$ cat src/rtl/compare_cross_tracker_if.sv
// Sample/result bundle for compare_cross_tracker.
//   master: drives en, clear, in_valid, a, b; observes the compare flags,
//           crossing pulses, crossing count and interval measurement.
//   slave : the tracker side (mirror of master).
interface compare_cross_tracker_if #(
  parameter int WIDTH = 16,
  parameter int CNT_W = 16
);
  logic             en;
  logic             clear;
  logic             in_valid;
  logic [WIDTH-1:0] a;
  logic [WIDTH-1:0] b;
  logic             eq;
  logic             lt;
  logic             gt;
  logic             cross_up;
  logic             cross_dn;
  logic [CNT_W-1:0] cross_count;
  logic [CNT_W-1:0] interval;
  logic             interval_valid;

  modport master (
    output en, clear, in_valid, a, b,
    input  eq, lt, gt, cross_up, cross_dn, cross_count, interval, interval_valid
  );

  modport slave (
    input  en, clear, in_valid, a, b,
    output eq, lt, gt, cross_up, cross_dn, cross_count, interval, interval_valid
  );
endinterface

$ cat src/rtl/compare_cross_tracker.sv
// compare_cross_tracker: registers the signed eq/lt/gt relation of two
// streamed samples, tracks the sign of a-b with hysteresis, pulses on
// upward/downward crossings, counts crossings and measures the number of
// accepted samples between consecutive crossings.
// Ports:
//   clk   - rising-edge clock
//   reset - asynchronous, active-low reset
//   bus   - slave modport: en, clear, in_valid, a, b in; eq, lt, gt,
//           cross_up, cross_dn, cross_count, interval, interval_valid out
module compare_cross_tracker #(
  parameter int WIDTH = 16,
  parameter int HYST  = 0,
  parameter int CNT_W = 16
) (
  input logic                    clk,
  input logic                    reset,
  compare_cross_tracker_if.slave bus
);

  typedef enum logic [1:0] {
    UNKNOWN = 2'd0,
    ABOVE   = 2'd1,
    BELOW   = 2'd2
  } state_t;

  localparam logic signed [WIDTH:0] HYST_P = (WIDTH+1)'(HYST);
  localparam logic signed [WIDTH:0] HYST_N = -HYST_P;
  localparam logic [CNT_W-1:0]      ONE    = CNT_W'(1);

  state_t           state, state_next;
  logic             eq_r, lt_r, gt_r;
  logic             up_r, dn_r;
  logic [CNT_W-1:0] count_r, interval_r, scnt;
  logic             seen, ivalid_r;

  logic signed [WIDTH:0] d;
  logic                  accept;
  logic                  up_n, dn_n;
  logic [CNT_W-1:0]      scnt_inc;

  // One extra bit keeps a-b exact over the full signed range.
  assign d        = $signed({bus.a[WIDTH-1], bus.a}) - $signed({bus.b[WIDTH-1], bus.b});
  assign accept   = bus.en && bus.in_valid && !bus.clear;
  assign scnt_inc = (scnt == '1) ? scnt : scnt + ONE;

  always_comb begin
    state_next = state;
    up_n       = 1'b0;
    dn_n       = 1'b0;
    case (state)
      UNKNOWN: begin
        if (d > HYST_P)      state_next = ABOVE;
        else if (d < HYST_N) state_next = BELOW;
      end
      ABOVE: begin
        if (d < HYST_N) begin
          state_next = BELOW;
          dn_n       = 1'b1;
        end
      end
      BELOW: begin
        if (d > HYST_P) begin
          state_next = ABOVE;
          up_n       = 1'b1;
        end
      end
      default: state_next = UNKNOWN;
    endcase
  end

  always_ff @(posedge clk or negedge reset) begin
    if (!reset) begin
      state      <= UNKNOWN;
      eq_r       <= 1'b0;
      lt_r       <= 1'b0;
      gt_r       <= 1'b0;
      up_r       <= 1'b0;
      dn_r       <= 1'b0;
      count_r    <= '0;
      interval_r <= '0;
      scnt       <= '0;
      seen       <= 1'b0;
      ivalid_r   <= 1'b0;
    end else if (!bus.en) begin
      // Pulses are single-cycle even while everything else is frozen.
      up_r <= 1'b0;
      dn_r <= 1'b0;
    end else if (bus.clear) begin
      state      <= UNKNOWN;
      eq_r       <= 1'b0;
      lt_r       <= 1'b0;
      gt_r       <= 1'b0;
      up_r       <= 1'b0;
      dn_r       <= 1'b0;
      count_r    <= '0;
      interval_r <= '0;
      scnt       <= '0;
      seen       <= 1'b0;
      ivalid_r   <= 1'b0;
    end else begin
      up_r <= accept && up_n;
      dn_r <= accept && dn_n;
      if (accept) begin
        state <= state_next;
        eq_r  <= (d == '0);
        lt_r  <= d[WIDTH];
        gt_r  <= !d[WIDTH] && (d != '0);
        if (up_n || dn_n) begin
          count_r    <= count_r + ONE;
          interval_r <= scnt_inc;
          scnt       <= '0;
          seen       <= 1'b1;
          if (seen) ivalid_r <= 1'b1;
        end else begin
          scnt <= scnt_inc;
        end
      end
    end
  end

  assign bus.eq             = eq_r;
  assign bus.lt             = lt_r;
  assign bus.gt             = gt_r;
  assign bus.cross_up       = up_r;
  assign bus.cross_dn       = dn_r;
  assign bus.cross_count    = count_r;
  assign bus.interval       = interval_r;
  assign bus.interval_valid = ivalid_r;

endmodule

$ cat src/flat_wrapper.sv
// flat-port wrapper written by rule: the top's interface ports become plain ports
module compare_cross_tracker_flat 
#(
  parameter int WIDTH = 16,
  parameter int HYST  = 0,
  parameter int CNT_W = 16
)
  (clk, reset, bus_en, bus_clear, bus_in_valid, bus_a, bus_b, bus_eq, bus_lt, bus_gt, bus_cross_up, bus_cross_dn, bus_cross_count, bus_interval, bus_interval_valid);
  compare_cross_tracker_if #(.WIDTH(WIDTH), .CNT_W(CNT_W)) bus_i ();
  input logic clk;
  input logic reset;
  input wire logic [$bits(bus_i.en)-1:0] bus_en;
  input wire logic [$bits(bus_i.clear)-1:0] bus_clear;
  input wire logic [$bits(bus_i.in_valid)-1:0] bus_in_valid;
  input wire logic [$bits(bus_i.a)-1:0] bus_a;
  input wire logic [$bits(bus_i.b)-1:0] bus_b;
  output wire logic [$bits(bus_i.eq)-1:0] bus_eq;
  output wire logic [$bits(bus_i.lt)-1:0] bus_lt;
  output wire logic [$bits(bus_i.gt)-1:0] bus_gt;
  output wire logic [$bits(bus_i.cross_up)-1:0] bus_cross_up;
  output wire logic [$bits(bus_i.cross_dn)-1:0] bus_cross_dn;
  output wire logic [$bits(bus_i.cross_count)-1:0] bus_cross_count;
  output wire logic [$bits(bus_i.interval)-1:0] bus_interval;
  output wire logic [$bits(bus_i.interval_valid)-1:0] bus_interval_valid;
  assign bus_i.en = bus_en;
  assign bus_i.clear = bus_clear;
  assign bus_i.in_valid = bus_in_valid;
  assign bus_i.a = bus_a;
  assign bus_i.b = bus_b;
  assign bus_eq = bus_i.eq;
  assign bus_lt = bus_i.lt;
  assign bus_gt = bus_i.gt;
  assign bus_cross_up = bus_i.cross_up;
  assign bus_cross_dn = bus_i.cross_dn;
  assign bus_cross_count = bus_i.cross_count;
  assign bus_interval = bus_i.interval;
  assign bus_interval_valid = bus_i.interval_valid;
  compare_cross_tracker #(.WIDTH(WIDTH), .HYST(HYST), .CNT_W(CNT_W)) u_core (.clk(clk), .reset(reset), .bus(bus_i));
endmodule
$ cat config.mk
export PLATFORM = sky130hd
export DESIGN_NAME = compare_cross_tracker_flat
export DESIGN_NICKNAME = d
export VERILOG_FILES = /design/src/rtl/compare_cross_tracker_if.sv /design/src/rtl/compare_cross_tracker.sv /design/src/flat_wrapper.sv
export SDC_FILE = /design/constraint.sdc
export NUM_CORES = 1
export LEC_CHECK = 0
export ABC_AREA = 1
export BUFFER_PORTS_ARGS = -buffer_cell sky130_fd_sc_hd__buf_2
export CELL_PAD_IN_SITES_DETAIL_PLACEMENT = 1
export CELL_PAD_IN_SITES_GLOBAL_PLACEMENT = 2
export CORE_MARGIN = 1
export CORE_UTILIZATION = 29
export DETAILED_ROUTE_END_ITERATION = 7
export HOLD_SLACK_MARGIN = 0.12
export PLACE_DENSITY = 0.9
export SLEW_MARGIN = 20
export SYNTH_ARGS = -nofsm -noshare
export SYNTH_HDL_FRONTEND = slang
export SYNTH_SLANG_ARGS = --single-unit
export TNS_END_PERCENT = 10
$ cat constraint.sdc
create_clock -name clk -period 2.16 [get_ports clk]
set_clock_uncertainty 0.15 [all_clocks]
set_input_delay 0 -clock clk [delete_from_list [all_inputs] [get_ports clk]]
set_output_delay 0 -clock clk [all_outputs]
set_load 0.05 [all_outputs]
# Word-level counts from Yosys, hierarchy flattened
# Cells that the tools add are included.
# totals
out_inout_bits,38
input_bits,37
ff_bits,57
elab_cells,75
# op_classes
n_addsub,3
n_reduce_logical,18
order_cmp,2
eq_ne,4
muxes,37
# ops
operator,n
$mux W16,10
$add A16 B1 Y16 const B,2
$mux W1,21
$gt A17 B1 Y1 const B,1
$logic_not A17 Y1,1
$lt A17 B1 Y1 const B,1
$reduce_bool A17 Y1,1
$sub A16 B16 Y17,1
$eq A16 B16 Y1 const B,1
$mux W2,5
$pmux W2 S3,1
$reduce_and A3 Y1,2
$reduce_bool A2 Y1,3
$logic_and A1 B1 Y1,5
$reduce_and A4 Y1,1
$ne A3 B2 Y1 const B,1
$eq A2 B1 Y1 const B,1
$eq A2 B2 Y1 const B,1
$logic_not A1 Y1,2
$logic_not A2 Y1,1
$reduce_and A2 Y1,1
$logic_or A1 B1 Y1,1

# Longest topological paths before layout
# Gate-level depths: netlist of run 1.
# depth
word_depth,8
mapped_depth,20
depth_no_buf,19

# Worst setup path after synthesis of run 1
# OpenSTA, ideal clock, no wires.
# synth_path
kind,reg-to-reg
from,register u_core.count_r[2] (netlist: u_core.bus.cross_count[2])
to,register u_core.count_r[15] (netlist: u_core.bus.cross_count[15])
t_required_ps,1891
n_path_buf,0
setup_time_ps,119
t_arrival_ps,2053
slack_ps,-163
path_stages_with_launch,11
synth_period_minus_slack_ps,2323
cell_sequence,dfrtp_1 > nand3_1 > nor3_2 > nand3_1 > nor3_2 > nand2_1 > nor3_2 > inv_1 > nor3_1 > xnor2_1 > o21ai_2
# synth_via
elab_chain_len,4
# synth_rtl
item,line_no,rtl
start: declaration,compare_cross_tracker.sv:33,"logic [CNT_W-1:0] count_r, interval_r, scnt;"
start signal: assignment,compare_cross_tracker.sv:109,count_r <= count_r + ONE;
$add A16 B1 Y16,compare_cross_tracker.sv:109,
$mux W16,compare_cross_tracker.sv:108,if (up_n || dn_n) begin
$mux W16,compare_cross_tracker.sv:103,if (accept) begin
$mux W16,compare_cross_tracker.sv:88,end else if (bus.clear) begin
# No other way between the ends. The select of a mux whose other input is x is not followed.
# A chain may end at the register's enable or synchronous reset.

# Worst setup path after layout of run 1
# layout_path
from,register u_core.scnt[1]
to,register u_core.interval_r[15] (netlist: u_core.bus.interval[15])
# layout_via
elab_chain_len,5
elab_cells_between_ends,6
classes_between,add/sub (1); eq/ne (1); mux (4)
# layout_rtl
item,line_no,rtl
start: declaration,compare_cross_tracker.sv:33,
start signal: assignment,compare_cross_tracker.sv:115,scnt <= scnt_inc;
$add A16 B1 Y16 or $eq A16 B16 Y1 (tied branches),compare_cross_tracker.sv:44,assign scnt_inc = (scnt == '1) ? scnt : scnt + ONE;
$mux W16 *,compare_cross_tracker.sv:44,
$mux W16 *,compare_cross_tracker.sv:108,
$mux W16 *,compare_cross_tracker.sv:103,
$mux W16 *,compare_cross_tracker.sv:88,
end signal: assignment,compare_cross_tracker.sv:110,interval_r <= scnt_inc;
end: declaration,compare_cross_tracker.sv:33,
# Every way passes the cells marked *; elsewhere a longest branch is shown, timed or not. The select of a mux whose other input is x is not followed.

==> results.md, run 1 <==
- Status: finished with violations
- Overall routed net length: between 10000 and 15000 µm
- Setup slack after layout: -0.0405 ns
- Power per cell area: 577 mW/mm²
- Layout cells sized above 1: 37.4%
- GR Util met2: about a third
- Hold WS: around 0.2 ns
- Fin nets: about 800
- Crit path kind: flip-flop to flip-flop
- Seq/Total Area, Yosys: 33.4%
- Hold Path Origin: bus_a[15]
- Worst-Skew Late Latency: about 0.33 ns
- Crit path max-delay family: simple AND/OR/NAND/NOR gates
- Ys flop type: dfrtp_1
- Seq. cell area: 0.00143 mm²
- Cells after DPL: roughly 900
- Initial antenna violation count: 0
- Ys async rst share: between 90% and 100%
- EDFF count, synth: 0
- Worst Path Required: about 2.2 ns
- Diodes inserted: 0
- Pin count of the biggest net entering global routing: 42
- Hold Path Depth: 6
- Port Buffer Count: 74
- Area growth, synth to finish: 40.5%
- Leakage power: around 3.2 nW
- Yosys reg bits: 57
- Reg clk slew, reported paths: approximately 0.050 ns
- Remaining global-route overflow: 0
- Worst IR Drop VDD: 0.000384 V
- Kind of start point of the critical path: flip-flop
- Clock tree from TritonCTS: built
- Fillers: 1809
- Post-Synthesis Cells: 598
- Slew HR: between 40% and 50%
- Met1 usage: 21.4%
- Area share of the largest cell type after synthesis: about a third
- Distinct cell type count after synthesis: 37
- Synth area leaders: dfrtp_1, nand2_1, inv_1
- DRC marker count from the first detailed-route iteration: 142
- Final setup fails: 5
- R2r endpoint: u_core.bus.interval[15]
- Failing checks: negative setup slack
- Crit end category: flip-flop
- IO Count: 75
- CP peak stage delay: roughly 0.38 ns
- # rows: 44
- Root buffer cell: clkbuf_16
- CTS H-Tree Depth: 3
- Worst Path Arrival: between 2 and 2.5 ns
- WL per Instance: about 14 µm
- Count leader, synth: nand2_1
- WP buf/inv: 2
- Final Util: between 40% and 50%
- Hold crit path type: input port to flip-flop
- Die W: 123 µm
- Top Usage Layer GRT: met2
- Worst-path cell chain: buf_4 > nand2_1 > nor3_2 > nand4_1 > nor3_2 > nand3_2 > nor2_2 > nand3_1 > o211ai_1 > buf_4 > o21ai_2
- Hold EP: u_core.bus.lt
- TritonCTS sink count: 57
- Top cells by count, synth: nand2_1, inv_1, dfrtp_1
- Die H: ~120 µm
- Unrepaired setup endpoints after global routing: true
- # DRC: 0
- Vias in the first global route: about 4500
- Peak Freq: between 400 and 500 MHz
- R2R Setup Slk: -0.04 ns
- Number of max-cap violations: 0
- Period utilization: 102%
- Actual slew at the worst max-slew pin: 0.810 ns
- Final min period: 2.20 ns
- Antenna-violating nets left: 0
- Synth area leader: dfrtp_1
- CP Max Fanout: 2
- Met3 Usage GRT: ~3.3%
- Non-Filler Instances: 940
- Synth Net Count: 654
- Post-place setup slack: -0.332 ns
- Worst reg2reg path depth: 11
- Via density: around 4.7
- Total Routing Usage GR: around 18%
- Core area: approximately 0.014 mm²
- Syn avg cell area: slightly above 7 µm²
- First-pass GRT wire length: about 21000 µm
- Synth warn: 0
- TritonRoute pass-1 iters: 4
- Critical-path cell with the highest stage delay: dfrtp_1
- Slew Viols, Final: 0
- Vias: approximately 4400
- Die area: 0.0152 mm²
- Initial Util: 29.5%
- Total CTS buffers: 9
- Buffer levels on the longest clock path: 2
- Area occupied by multi-input gates: 0.00262 mm²
- DPL Wire Length: around 10000 µm
- Hold Fails Final Rpt: 0
- FF-to-FF Start: u_core.scnt[1]
- GPL Wtd Cong: 0.932
- Synthesized area: about 0.0043 mm²
[metal layers]
layer	up-vias	wire length (µm)
met5	-	0
met4	0	254
met3	20	571
met2	107	6830
met1	2128	5890
li1	2191	-
[sequential cells by signal, indices dropped and copies added, names as in the netlist]
register and flops:
u_core.bus.cross_count 16, u_core.bus.cross_dn 1, u_core.bus.cross_up 1, u_core.bus.eq 1, u_core.bus.gt 1, u_core.bus.interval 16, u_core.bus.interval_valid 1, u_core.bus.lt 1
u_core.scnt 16, u_core.seen 1, u_core.state 2
[cell usage in the layout, fill, tap and decap left out, types with 13 or more instances in the layout]
cell / netlist / routed
dfrtp_1: 57 / 52
inv_1: 95 / 92
o21ai_2: 14 / 16
nand2_1: 182 / 176
nand2_2: 33 / 37
nor2_1: 25 / 16
buf_2: 2 / 74
o21ai_0: 19 / 16
ha_1: 18 / 13
nand3_1: 43 / 36
buf_4: 1 / 65
[power by group]
part / switching [mW] / total, mW / leakage [nW] / internal [mW]
sequential: 0.0322 / 1.14 / 0.781 / 1.11
clock: 0.473 / 1.46 / 0.153 / 0.984
combinational: 0.534 / 0.870 / 2.26 / 0.336
[how the worst max path moves through the flow]
| stage | from | endpoint | slack (ns) | depth (start not counted) |
|---|---|---|---|---|
| final | u_core.scnt[1] | u_core.bus.interval[15] | -0.04 | 11 |
| after CTS | u_core.bus.cross_count[0] | u_core.bus.cross_count[15] | -0.08 | 10 |
| after floorplan | bus_a[0] | u_core.bus.cross_count[9] | 0.004 | 19 |
| after global placement | bus_b[0] | u_core.bus.cross_count[14] | -0.20 | 19 |
| after detailed placement | bus_b[0] | u_core.bus.interval[11] | -0.33 | 19 |
| after global routing | u_core.scnt[1] | u_core.scnt[15] | -0.19 | 12 |
[cell type report]
cell class              count  area share, %
repair buffers            153           17.4
clock buffers              14           4.56
well taps                 184           3.83
clock inverters             2          0.583
inverters                  99           6.19
multi-input cells         431           43.6
flip-flops and latches     57           23.9
[cells by family after synthesis]
| group | after synthesis | synth area share (%) |
|---|---|---|
| buffers and inverters | 110 | 11.1 |
| xor gates and xnor gates | 22 | 4.51 |
| adders and majority gates | 19 | 5.74 |
| and+or+nand+nor | 333 | 37.1 |
| AOI/OAI and AO/OA | 57 | 8.22 |
| DFF | 57 | 33.4 |
[worst register-to-register path: stages (launching register included)]
cell      delay [ns]
dfrtp_1         0.38
buf_4           0.13
nand2_1         0.09
nor3_2          0.14
nand4_1         0.18
nor3_2          0.28
nand3_2         0.14
nor2_2          0.14
nand3_1         0.11
o211ai_1        0.13
buf_4           0.17
o21ai_2         0.06
[through the flow]
stage,TNS [ns],area (µm²),power [mW]
6_report,-0.131,6010,3.46
5_1_grt,-2.03,6010,3.64
4_1_cts,-0.204,5700,3.47
3_5_place_dp,-15.02,5250,1.97
3_3_place_gp,-8.70,5250,1.94
2_1_floorplan,0,4280,1.66
[repair_timing]
item | CTS | global route
pin swaps | 2 | 20
hold endpoints to repair | 69 | 0
resized for setup | 14 | 50
endpoints found under the setup margin | 18 | 53
buffers inserted | 2 | 14
hold buffers | 7 | 0
Note: power is estimated with default switching activity, not from simulation.
==> run 2: changes to the inputs <==
==> constraint.sdc (replaced) <==
create_clock -name clk -period 2.16 [get_ports clk]
set_clock_uncertainty 0.15 [all_clocks]
set_input_delay 0.108 -clock clk [delete_from_list [all_inputs] [get_ports clk]]
set_output_delay 0.108 -clock clk [all_outputs]
set_load 0.05 [all_outputs]
==> run 2 against run 1 <==
  * The run still ends with negative setup slack left
  * Sequential share of layout area shrank 1.8 points
  * Critical path depth grew 1
  * Register-to-register slack lost 0.02 ns
  * Critical endpoint is now u_core.scnt[3]
==> results.md, run 2 (synthesis results as in run 1) <==
- Crit end category: flip-flop
- CTS H-Tree Depth: 3
- Clock tree from TritonCTS: built
- TritonRoute pass-1 iters: 4
- Total CTS buffers: 9
- Unrepaired setup endpoints after global routing: true
- Worst reg2reg path depth: 12
- Most common cell after layout, fill and taps aside: nand2_1
- Vias in the first global route: 4748
- Crit path to: u_core.scnt[3]
- Post-route cell area: 0.00649 mm²
- Port Buffer Count: between 70 and 80
- Number of max-cap violations: 0
- Final Util: between 40% and 50%
- WL per Instance: around 16 µm
- Period utilization: 103%
- R2r endpoint: u_core.scnt[3]
- Area growth, synth to finish: 51.8%
- Remaining global-route overflow: 0
- R2R Setup Slk: -0.06 ns
- Core area: approximately 0.014 mm²
- Initial Util: a little under 30%
- Worst-Skew Late Latency: 0.34 ns
- FF-to-FF Start: u_core.scnt[0]
- Vias: ~4600
- DRC marker count from the first detailed-route iteration: ~160
- Actual slew at the worst max-slew pin: between 0.5 and 0.6 ns
- Pwr Total: ~3.9 mW
- Fin nets: 815
- Failing checks: negative setup slack
- CP Max Fanout: 4
- Non-Filler Instances: 948
- Antenna-violating nets left: 0
- Hold WS: about 0.15 ns
- Diodes inserted: 0
- Layout cells sized above 1: a little under half
- Slew HR: around three fifths
- Most frequent cells in the layout: nand2_1, inv_1, buf_2
- Die W: 123 µm
- Status: finished with violations
- Cells after DPL: ~910
- Kind of start point of the critical path: flip-flop
- Hold crit path type: input port to async pin
- # rows: 44
- Final TNS setup: -0.267 ns
- Worst Path Arrival: 2.33 ns
- Die area: 0.0152 mm²
- Final min period: between 2 and 2.5 ns
- GPL Wtd Cong: 0.858
- Root buffer cell: clkbuf_16
- Initial antenna violation count: 0
- Power per cell area: about 600 mW/mm²
- Post-place setup slack: -0.493 ns
- Reg clk slew, reported paths: approximately 0.060 ns
- Hold Fails Final Rpt: 0
- IO Count: 75
- TritonCTS sink count: between 50 and 60
- Peak Freq: approximately 450 MHz
- Worst Path Required: 2.26 ns
- First-pass GRT wire length: 23000 µm
- Pin count of the biggest net entering global routing: 37
- Placed cell areas: roughly 0.0053 mm²
- Slew Viols, Final: 0
- Total Routing Usage GR: ~20%
- DPL Wire Length: just over 10000 µm
- Overall routed net length: 15500 µm
- Via density: ~4.9
- Worst IR Drop VDD: approximately 0.00036 V
- Setup slack after layout: -0.0620 ns
- Leakage power: about 3.3 nW
- Die H: between 100 and 150 µm
- Crit path kind: flip-flop to flip-flop
- # DRC: 0
- Buffer levels on the longest clock path: 2
- Final setup fails: 9
- Crit path launch: u_core.scnt[0]
[run 2: changes by cell type in the layout (fill, tap and decap cells not counted), moves of 9 or more]
cell     change
nand2_1     -27
ha_4        +12
ha_1         -9
nand2_2     +23
[run 2: power by group]
part | internal [mW] | leakage (nW) | switching, mW
combinational | 0.437 | 2.35 | 0.642
sequential | 1.10 | 0.781 | 0.0357
clock | 1.15 | 0.172 | 0.523
total | 2.69 | 3.31 | 1.20
[run 2: cell type report]
class | instances | area, µm²
Multi-Input combinational cell | 435 | 3000
Inverter | 99 | 388
Sequential cell | 57 | 1430
Clock inverter | 6 | 105
Fill cell | 1750 | 7990
Tap cell | 184 | 230
Timing Repair Buffer | 157 | 1090
Clock buffer | 10 | 239
[run 2: what timing repair did]
action | 4_1_cts | 5_1_grt
pin swaps | 14 | 28
hold buffers | 4 | 0
hold endpoints to repair | 63 | 0
setup buffers | 6 | 10
gates cloned | 4 | 2
setup endpoints to repair | 45 | 53
resized for setup | 38 | 97
[run 2: worst min path at each step]
stage                                      to  slack, ns  cells after the start
floorplan           u_core.bus.cross_count[0]      -0.34                      0
global placement    u_core.bus.cross_count[6]      -0.03                      1
detailed placement  u_core.bus.cross_count[5]      -0.01                      1
CTS                            u_core.scnt[3]       0.15                      5
global route        u_core.bus.cross_count[1]       0.21                      2
finish              u_core.bus.cross_count[1]       0.15                      2
[run 2: worst max-delay path: stages (launching register included)]
cell	delay, ns
dfrtp_1	0.40
ha_4	0.17
buf_4	0.11
and3_1	0.21
nand4_1	0.20
nor2_4	0.21
nor2_1	0.07
inv_1	0.07
nor3_1	0.05
nand3b_1	0.22
nor2_1	0.15
nand2_1	0.07
o21ai_0	0.07
[run 2: routing by layer]
metal | vias up | GRT usage (%) | wire [µm]
li1 | 2218 | - | -
met1 | 2245 | 22.8 | 6360
met2 | 115 | 35.5 | 8210
met3 | 39 | 2.31 | 513
met4 | 0 | 8.21 | 447
met5 | - | 0 | 0
==> run 3: changes to the inputs <==
--- a/config.mk
+++ b/config.mk
@@ -6,9 +6,10 @@
 export NUM_CORES = 1
 export LEC_CHECK = 0
 export ABC_AREA = 1
-export BUFFER_PORTS_ARGS = -buffer_cell sky130_fd_sc_hd__buf_2
+export BUFFER_PORTS_ARGS = -buffer_cell sky130_fd_sc_hd__clkbuf_2
 export CELL_PAD_IN_SITES_DETAIL_PLACEMENT = 1
 export CELL_PAD_IN_SITES_GLOBAL_PLACEMENT = 2
+export CORE_ASPECT_RATIO = 0.6
 export CORE_MARGIN = 1
 export CORE_UTILIZATION = 29
 export DETAILED_ROUTE_END_ITERATION = 7
==> run 3 against run 2 <==
  * The flow still finishes with violations (negative setup slack)
  * Core utilization down 0.25 points
  * Design area fell by 3.9%
  * Hold slack improved by 0.0080 ns
  * Sequential share of layout area is 0.89 points higher
  * Register-to-register slack worse by 0.11 ns
  * Via count shrank 4.4%
  * First-iteration DRC count shrank 11%
  * Sequential power hardly changed
  * Die area is 0.10% higher
  * Fmax decreased by 4.7%
  * Combinational power decreased by 9%
==> results.md, run 3 (synthesis results as in run 1) <==
- # DRC: 0
- Buffer levels on the longest clock path: 2
- Slew Viols, Final: 0
- Setup slack after layout: -0.172 ns
- CP peak stage delay: approximately 0.35 ns
- Actual slew at the worst max-slew pin: roughly 0.62 ns
- Via density: roughly 4.7
- FF-to-FF Start: u_core.scnt[1]
- DPL Wire Length: roughly 11000 µm
- Area growth, synth to finish: 45.9%
- Critical-path cell with the highest stage delay: dfrtp_1
- Vias: 4414
- Seq. cell area: ~0.0014 mm²
- GPL Wtd Cong: 0.854
- Initial Util: 30.5%
- Unrepaired setup endpoints after global routing: true
- Hold Fails Final Rpt: 0
- Final TNS setup: -1.97 ns
- Area occupied by multi-input gates: 0.00284 mm²
- Critical path's most frequent cell: nand2_2
- First-pass GRT wire length: 23200 µm
- Period utilization: 108%
- WL per Instance: 15.5 µm
- TritonRoute pass-1 iters: 4
- Port Buffer Count: 74
- TritonCTS sink count: 57
- Status: finished with violations
- Pin count of the biggest net entering global routing: 26
- Final setup fails: between 40 and 50
- Crit path kind: flip-flop to flip-flop
- Die area: ~0.015 mm²
- Failing checks: negative setup slack
- Most frequent cells in the layout: nand2_1, inv_1, clkbuf_2
- Root buffer cell: clkbuf_16
- Hold crit path type: input port to async pin
- Worst Path Required: about 2.3 ns
- Number of max-cap violations: 0
- Metal3 WL: approximately 500 µm
- Slew HR: between 50% and 60%
- Met2 wire length: around 6700 µm
- Final min period: approximately 2.3 ns
- # rows: 33
- Core area: ~0.014 mm²
- Die W: 159 µm
- Total CTS buffers: 9
- Post-place setup slack: -0.503 ns
- Layout cells sized above 1: 42.6%
- CTS H-Tree Depth: 3
- Highest routed layer: met4
- DRC marker count from the first detailed-route iteration: about 140
- CP Max Fanout: 4
- Leakage power: 3.16 nW
- Worst Path Arrival: 2.43 ns
- Non-Filler Instances: 945
- Fillers: around 1700
- Clock tree from TritonCTS: built
- Vias in the first global route: about 4700
- Hold WS: roughly 0.16 ns
- IO Count: 75
- Remaining global-route overflow: 0
- R2R Setup Slk: -0.17 ns
- Power per cell area: 570 mW/mm²
- Worst-path cell chain: ha_2 > nand2_2 > nor3_4 > nand2_2 > nor3_2 > inv_1 > nor3_2 > buf_4 > nor3_4 > nand2_2 > xnor2_2 > nand2_1 > o21ai_1
- Final Util: 44.6%
- Initial antenna violation count: 0
- Kind of start point of the critical path: flip-flop
- Worst-Skew Late Latency: about 0.33 ns
- Diodes inserted: 0
- R2r endpoint: u_core.scnt[7]
- Most common cell after layout, fill and taps aside: nand2_1
- Reg clk slew, reported paths: 0.05 ns
- Total Routing Usage GR: between 10% and 20%
- Worst IR Drop VDD: roughly 0.00042 V
- DRT met1 WL: 7310 µm
- Cells after DPL: roughly 920
- Overall routed net length: about 15000 µm
- Antenna-violating nets left: 0
- Fin nets: slightly above 800
- Worst reg2reg path depth: 13
- Peak Freq: around 430 MHz
- Crit end category: flip-flop
- Die H: a little under 100 µm
[run 3: cell types whose count changed in the layout (fill, tap and decap cells not counted), moves of 4 or more]
| cell | change |
|---|---|
| buf_2 | -73 |
| nand2_8 | -4 |
| nor2_1 | +4 |
| nand3_2 | -4 |
| buf_4 | -5 |
| nand2_1 | +4 |
| clkbuf_2 | +72 |
[run 3: worst max-delay path by stage]
stage	start	to	cells past startpoint
final	u_core.scnt[1]	u_core.scnt[7]	13
after global placement	bus_a[0]	u_core.bus.interval[4]	19
after CTS	u_core.scnt[0]	u_core.scnt[10]	12
after detailed placement	bus_b[9]	u_core.bus.cross_count[5]	17
after floorplan	bus_a[0]	u_core.bus.cross_count[9]	19
after global routing	u_core.scnt[0]	u_core.bus.interval[10]	13
[run 3: timing repair]
item | CTS | global route
gates resized for setup | 27 | 83
hold endpoints to repair | 40 | 0
setup buffers | 2 | 4
pin swaps | 7 | 30
hold buffers | 4 | 0
endpoints found under the setup margin | 50 | 53
gates cloned | 1 | 0
[run 3: power breakdown]
part / switching (mW) / internal, mW / total [mW]
registers: 0.0329 / 1.11 / 1.14
logic: 0.595 / 0.392 / 0.986
clock network: 0.488 / 0.944 / 1.43
total: 1.12 / 2.44 / 3.56
[run 3: final cells by class]
class	count	area share, %
clock buffer	12	4.11
inverter	99	6.16
multi-input combinational	431	45.6
tap	192	3.85
clock inverter	3	0.642
sequential	57	23.0
timing repair buffer	151	16.7
[run 3: stage by stage]
step | cell area [µm²] | power [mW]
global route | 6240 | 3.71
floorplan | 4320 | 1.67
global placement | 5360 | 1.97
CTS | 5840 | 3.47
detailed placement | 5360 | 2.00
finish | 6240 | 3.56
[run 3: per-layer routing]
layer / up-vias / global-route usage (%)
met2: 74 / 31.4
met3: 14 / 4.35
met1: 2134 / 26.6
met5: - / 0
li1: 2192 / -
met4: 0 / 4.94
[run 3: worst max-delay path, delay by kind of cell (launching register included)]
| kind | cells | cell delay (ns) |
|---|---|---|
| buf+inv | 2 | 0.28 |
| fa+ha+maj | 1 | 0.19 |
| xor+xnor | 1 | 0.13 |
| simple gates | 8 | 0.98 |
| compound gates | 1 | 0.17 |
| flops | 1 | 0.35 |
